$ cat config.mk
export PLATFORM = sky130hd
export DESIGN_NAME = bist_responder
export DESIGN_NICKNAME = d
export VERILOG_FILES = /design/src/rtl/bist_responder.sv
export SDC_FILE = /design/constraint.sdc
export NUM_CORES = 1
export LEC_CHECK = 0
export ABC_AREA = 1
export ABC_CLOCK_PERIOD_IN_PS = 1500
export CORE_UTILIZATION = 45
export DETAILED_ROUTE_END_ITERATION = 12
export HOLD_SLACK_MARGIN = 0.03
export PLACE_DENSITY = 0.68
export SYNTH_ARGS = -nofsm -noshare
export SYNTH_HDL_FRONTEND = slang
export SYNTH_SLANG_ARGS = --single-unit
export TNS_END_PERCENT = 30
$ cat constraint.sdc
create_clock -name clk -period 1.5 [get_ports clk]
set_input_delay 0.3 -clock clk [delete_from_list [all_inputs] [get_ports clk]]
set_output_delay 0.3 -clock clk [all_outputs]
set_load 0.1 [all_outputs]
$ cat src/rtl/bist_responder.sv
// ---------------------------------------------------------------------------
// bist_responder
//
// Drives a fixed number of LFSR-generated bytes out over a mode-0 SPI
// link (sclk = clk/2, MSB first) and compares each byte that comes back
// on spi_miso with the byte that was sent. The run result is a pass flag
// and a saturating count of mismatching patterns.
//
// Parameters
//   NUM_PATTERNS  patterns per run, 1..255
//   SEED          nonzero LFSR value loaded when a run starts
//
// Ports
//   clk         rising-edge clock
//   reset       synchronous, active-high reset
//   start_test  run request, level-sampled only while idle
//   spi_cs_n    chip select, low from the first LOAD through the last NEXT
//   spi_sclk    SPI clock, toggles only while shifting
//   spi_mosi    serial pattern out, MSB first
//   spi_miso    serial data back from the loopback path
//   test_busy   high while a run is in progress
//   test_done   one-cycle completion pulse
//   test_pass   result of the last completed run
//   fail_count  mismatching patterns, saturates at 15
// ---------------------------------------------------------------------------
module bist_responder #(
    parameter int unsigned NUM_PATTERNS = 8,
    parameter logic [7:0]  SEED         = 8'hA5
) (
    input  logic       clk,
    input  logic       reset,
    input  logic       start_test,
    output logic       spi_cs_n,
    output logic       spi_sclk,
    output logic       spi_mosi,
    input  logic       spi_miso,
    output logic       test_busy,
    output logic       test_done,
    output logic       test_pass,
    output logic [3:0] fail_count
);

    typedef enum logic [2:0] {
        IDLE    = 3'd0,
        LOAD    = 3'd1,
        SHIFT   = 3'd2,
        COMPARE = 3'd3,
        NEXT    = 3'd4,
        DONE    = 3'd5
    } state_t;

    localparam logic [7:0] LAST_PATTERN = 8'(NUM_PATTERNS - 1);

    state_t     state;
    state_t     next_state;
    logic [7:0] lfsr;
    logic [7:0] tx_shreg;
    logic [7:0] rx_shreg;
    logic [2:0] bit_cnt;
    logic       phase;
    logic [7:0] pattern_cnt;

    // x^8+x^6+x^5+x^4+1, Fibonacci form: taps b7,b5,b4,b3 feed b0.
    function automatic logic [7:0] lfsr_step(input logic [7:0] v);
        return {v[6:0], v[7] ^ v[5] ^ v[4] ^ v[3]};
    endfunction

    // -----------------------------------------------------------------------
    // Next-state logic
    // -----------------------------------------------------------------------
    always_comb begin
        // NOTE: assigning a default before the case keeps every path
        // driven, so no latch is inferred for next_state.
        next_state = state;
        case (state)
            IDLE:    if (start_test) next_state = LOAD;
            LOAD:    next_state = SHIFT;
            SHIFT:   if (phase && bit_cnt == 3'd7) next_state = COMPARE;
            COMPARE: next_state = NEXT;
            NEXT:    next_state = (pattern_cnt == LAST_PATTERN) ? DONE : LOAD;
            DONE:    next_state = IDLE;
            default: next_state = IDLE;
        endcase
    end

    // -----------------------------------------------------------------------
    // State register and datapath
    // -----------------------------------------------------------------------
    always_ff @(posedge clk) begin
        // NOTE: the reset branch clears every register, including the
        // shift registers, so an aborted run leaves no residue behind.
        if (reset) begin
            state       <= IDLE;
            lfsr        <= '0;
            tx_shreg    <= '0;
            rx_shreg    <= '0;
            bit_cnt     <= '0;
            phase       <= 1'b0;
            pattern_cnt <= '0;
            fail_count  <= '0;
            test_pass   <= 1'b0;
            spi_cs_n    <= 1'b1;
        end else begin
            // NOTE: non-blocking assignments make every register here see
            // the pre-edge values of the others, independent of order.
            state <= next_state;
            case (state)
                IDLE: begin
                    if (start_test) begin
                        lfsr        <= SEED;
                        pattern_cnt <= '0;
                        fail_count  <= '0;
                        test_pass   <= 1'b0;
                    end
                end
                LOAD: begin
                    tx_shreg <= lfsr;
                    bit_cnt  <= '0;
                    phase    <= 1'b0;
                    spi_cs_n <= 1'b0;
                end
                SHIFT: begin
                    phase <= ~phase;
                    // Sample on the high half of sclk; the next bit is
                    // presented on mosi as sclk falls.
                    if (phase) begin
                        rx_shreg <= {rx_shreg[6:0], spi_miso};
                        tx_shreg <= {tx_shreg[6:0], 1'b0};
                        bit_cnt  <= bit_cnt + 3'd1;
                    end
                end
                COMPARE: begin
                    if (rx_shreg != lfsr && fail_count != 4'hF)
                        fail_count <= fail_count + 4'd1;
                end
                NEXT: begin
                    lfsr        <= lfsr_step(lfsr);
                    pattern_cnt <= pattern_cnt + 8'd1;
                    if (pattern_cnt == LAST_PATTERN)
                        spi_cs_n <= 1'b1;
                end
                DONE: test_pass <= (fail_count == 4'd0);
                default: spi_cs_n <= 1'b1;
            endcase
        end
    end

    // -----------------------------------------------------------------------
    // Outputs decoded from state; sclk and mosi are quiet outside SHIFT.
    // -----------------------------------------------------------------------
    assign spi_sclk  = (state == SHIFT) && phase;
    assign spi_mosi  = (state == SHIFT) && tx_shreg[7];
    assign test_busy = (state != IDLE) && (state != DONE);
    assign test_done = (state == DONE);

endmodule

# Yosys cells after proc, flatten, opt, wreduce, memory -nomap -nowiden
# Index checks and enable logic that the tools add are counted.
# totals
mem_count,0
register_bits,45
rom_bits,0
word_cells,73
latch_bits,0
in_bits,4
mem_bits_rw,0
output_inout_bits,10
# op_classes
shift,0
n_bitwise,5
magnitude_cmp,0
n_reduce_logical,20
mux,20
multipliers,0
div_mod_pow,0
addsub,3
n_eq_ne,15
# op_table
cell,n
$pmux 8 s2,3
$mux 8,3
$pmux 3 s5,1
$mux 3,4
$reduce_and 2->1,6
$ne 2x2->1 const B,5
$eq 3x3->1 const B,3
$add 8x1->8 const B,1
$eq 8x3->1 const B,1
$mux 4,2
$ne 8x8->1,1
$pmux 4 s2,1
$reduce_bool 2->1,4
$eq 3x2->1 const B,2
$pmux 3 s2,1
$logic_and 1x1->1,5
$add 4x1->4 const B,1
$logic_not 4->1,1
$ne 4x4->1 const B,1
$pmux 1 s2,2
$reduce_or 4->1,1
$add 3x1->3 const B,1
$eq 3x1->1 const B,1
$logic_not 3->1,1
other kinds (7),11

# Longest topological paths before layout
# depth
depth_word,4
depth_mapped,11
mapped_depth_nobuf,11

# Least setup slack after synthesis
# Ideal clock, no wire load.
# synth_path
kind,flip-flop to output port
from,register state[0]
to,output port test_busy
arrival_time_ns,2.964
setup_slack_ns,-1.764
stages_incl_launch_ff,6
required_ns,1.200
path_cell_list,dfxtp_1 inv_2 nor2_1 inv_1 nor2_1 nor2_1
# synth_via
elab_chain_len,2
elab_cells_between_ends,3
cone_classes,eq/ne: 1; reduce/logical: 2
# synth_rtl
item,line,rtl
from (decl),54,state_t state;
from (signal assigned),106,state <= next_state;
$ne 3x3->1 or $reduce_bool 3->1 (tied branches),153,assign test_busy = (state != IDLE) && (state != DONE);
$logic_and 1x1->1 (*),153,
to (decl),37,"output logic test_busy,"
# Every way passes the cells marked *; elsewhere a longest branch is shown, timed or not.

# Final worst setup path
# Ends and elaborated chain as after synthesis.

==> key figures <==
Status
  – Status: finished with violations
  – Failing checks: negative setup slack

STA
  – Clock Skew: 0.00258 ns
  – Worst setup margin: -0.0839 ns
  – Max_slew headroom: 72.0%
  – RSZ-0062 raised after global routing: true
  – Final Hold Vio Count: 0
  – Finish-stage setup viols: 3
  – Hold slack final: 0.466 ns
  – Worst slew pin tran: 0.416 ns
  – Final Max Tran Viols: 0
  – Maximum clock rate: 631 MHz
  – Final period utilization: 106%
  – Final min period: 1.58 ns
  – Final setup TNS: -0.176 ns

Worst setup path
  – CP cell instances: buf_4 > nor2_2 > nand2_2 > inv_2 > nor2_4 > buf_12
  – Worst Setup Start Kind: flip-flop
  – CP endpoint kind: output port
  – Top delay family on crit path: buffers and inverters
  – Buf/Inv on CP: 3
  – Crit Path Max Fanout: 3
  – CP Class: reg -> out
  – Max stage delay on crit path: 0.36 ns
  – Max stage delay cell, worst path: dfxtp_4
  – Crit path DAT: 1.28 ns
  – CP Data Required Time: 1.20 ns

Synth
  – Yosys top cell by area: dfxtp_1
  – Sequential cell area fraction in the yosys report: 42.7%
  – Syn Inst Count: 281
  – Synth top area cells: dfxtp_1 43%, nand2_1 11%, a21oi_1 7.6%
  – Count of different cell masters after synthesis: 36
  – Area of the mapped netlist: 2110 µm²
  – Count of state elements after synthesis: 45
  – Yosys top cell area share: 42.7%
  – Net Count, Synth: 290
  – Number of synthesized flops with an enable pin: 0
  – Avg Cell Area, Syn: 7.51 µm²
  – Async set-or-reset flop fraction in the synthesized netlist: 0%
  – Syn. warnings: 0
  – Main synth FF type: dfxtp_1

Final layout
  – NumNets Final: 330
  – P&R area growth vs syn: 30.2%
  – Commonest cells after routing, fill and taps aside: 60 x nand2_1, 39 x dfxtp_1, 32 x a21oi_1
  – Commonest non-fill, non-tap cell in the layout: nand2_1
  – Layout cell share with drive strength beyond 1: 24.5%
  – N_diodes: 0
  – Post-Layout Cell Count: 374

CTS
  – CTS clk-pin slew, worst paths: 0.08 ns
  – Total CTS buffers: 5
  – Clk_lat worst skew: 0.30 ns
  – Number of clock sinks: 45
  – CTS tree: built
  – Clock Path Buffers: 2
  – Clock root buffer master: clkbuf_8
  – H-tree levels: 2
  – Hold-fix buffers, CTS: 0

Detailed routing
  – DR DRC count: 0
  – First DRT Iteration DRCs: 126
  – Via count: 1,887
  – Final WL: 4480 µm
  – Detail Route Antenna Nets: 0
  – TritonRoute pass-1 iters: 4
  – Routed WL per cell: 12.0 µm
  – Drt via density: 5.05

Power
  – PD cells: 1070 nW/µm²
  – Leak Pwr: 1.11 nW
  – Peak supply drop: 693 µV
  – Overall power: 2.94 mW

Floorplan
  – # rows: 24
  – CORE AREA: 4440 µm²
  – Die height: 70.5 µm
  – Die W: 70.5 µm
  – Top-Level Pins: 14
  – Die Area: 4970 µm²
  – Initial Util: 47.5%

Placement
  – Post-DP HPWL: 3040 µm
  – Dpl ws: -0.100 ns
  – Placed insts: 355
  – Placer Congestion: 0.766
  – IO buf count: 13

Min path
  – Worst hold path class: reg -> reg

GRT
  – Vias in the first global route: 1,700
  – Gr ovfl total: 0
  – First-pass GRT wire length: 7820 µm
  – Initial antenna violation count: 0
  – Largest net degree at the start of global routing: 26
  – Total track usage: 20.1%

Run
  – Max-Cap Viols: 0
-- tightest hold or removal path, delay by kind of cell, from the launching register on --
kind	cells	cell delay (ns)
simple gates	1	0.06
compound gates	1	0.05
flops	1	0.32
-- path summary, 6_finish.rpt --
path                       startpoint                     endpoint  slack (ns)  cells past startpoint
max             state[0]$_SDFFE_PP0P_                    test_busy       -0.08                      6
min          tx_shreg[0]$_SDFFE_PP0P_     tx_shreg[0]$_SDFFE_PP0P_        0.47                      2
max reg2reg     state[0]$_SDFFE_PP0P_  pattern_cnt[3]$_SDFFE_PP0P_        0.05                      5
min reg2reg  tx_shreg[0]$_SDFFE_PP0P_     tx_shreg[0]$_SDFFE_PP0P_        0.47                      2
-- logic make-up after synthesis --
kind of cell	count (synthesis)	share of synthesized area (%)
flip-flops	45	42.7
buffers and inverters	42	8.48
XOR/XNOR	9	3.74
adder cells (fa/ha/maj)	5	2.97
AND/OR/NAND/NOR	106	22.2
AO/OA/AOI/OAI	74	19.9
-- registers in the layout (all words and copies together) (netlist names) --
name / cells
lfsr: 8
pattern_cnt: 8
rx_shreg: 8
tx_shreg: 8
fail_count: 4
bit_cnt: 3
state: 3
phase: 1
spi_cs_n: 1
test_pass: 1
-- metrics by stage --
step | util, % | instance area, µm²
floorplan | - | 2150
detailed placement | 57.1 | 2540
global placement | 57.1 | 2540
CTS | 60.3 | 2680
finish | 61.8 | 2750
global route | 61.8 | 2750
-- routing by layer --
| layer | wire length, µm | up-vias | share of wire, % | global-route usage (%) |
|---|---|---|---|---|
| met5 | 0 | - | 0 | 0 |
| met4 | 76 | 0 | 1.7 | 8.84 |
| met3 | 119 | 7 | 2.7 | 3.03 |
| met2 | 1980 | 20 | 44 | 30.0 |
| met1 | 2300 | 849 | 51 | 28.5 |
| li1 | - | 1011 | - | - |
-- Yosys cell counts, types with 2 or more instances --
cell type,count
a21oi_1,32
a211oi_1,2
a31oi_1,7
nand3_2,2
nor3_1,4
ha_1,5
buf_2,3
nor2_1,22
buf_4,2
o21ai_0,11
inv_2,7
nand4_1,2
dfxtp_1,45
clkbuf_1,3
nand2_1,62
xnor2_1,6
inv_1,25
o21ai_1,14
nand3_1,8
xor2_1,3
-- area by class of cell --
cell class / instances / area (µm²)
Clock buffer: 6 / 72.6
Sequential cell: 45 / 913
Inverter: 33 / 131
Tap cell: 52 / 65.1
Multi-Input combinational cell: 194 / 1080
Fill cell: 375 / 1700
Clock inverter: 2 / 10.0
Timing Repair Buffer: 42 / 472
-- report_power, final --
group	switching, mW	total (mW)	internal [mW]	leakage (nW)
registers	0.0839	1.38	1.30	0.369
clock network	0.406	0.730	0.323	0.0450
logic	0.489	0.832	0.343	0.698
-- what timing repair did --
item | CTS | global route
pin swaps | 3 | 4
endpoints found under the setup margin | 4 | 25
resized for setup | 10 | 5
buffers inserted | 4 | 7
Note: power is estimated with default switching activity, not from simulation.
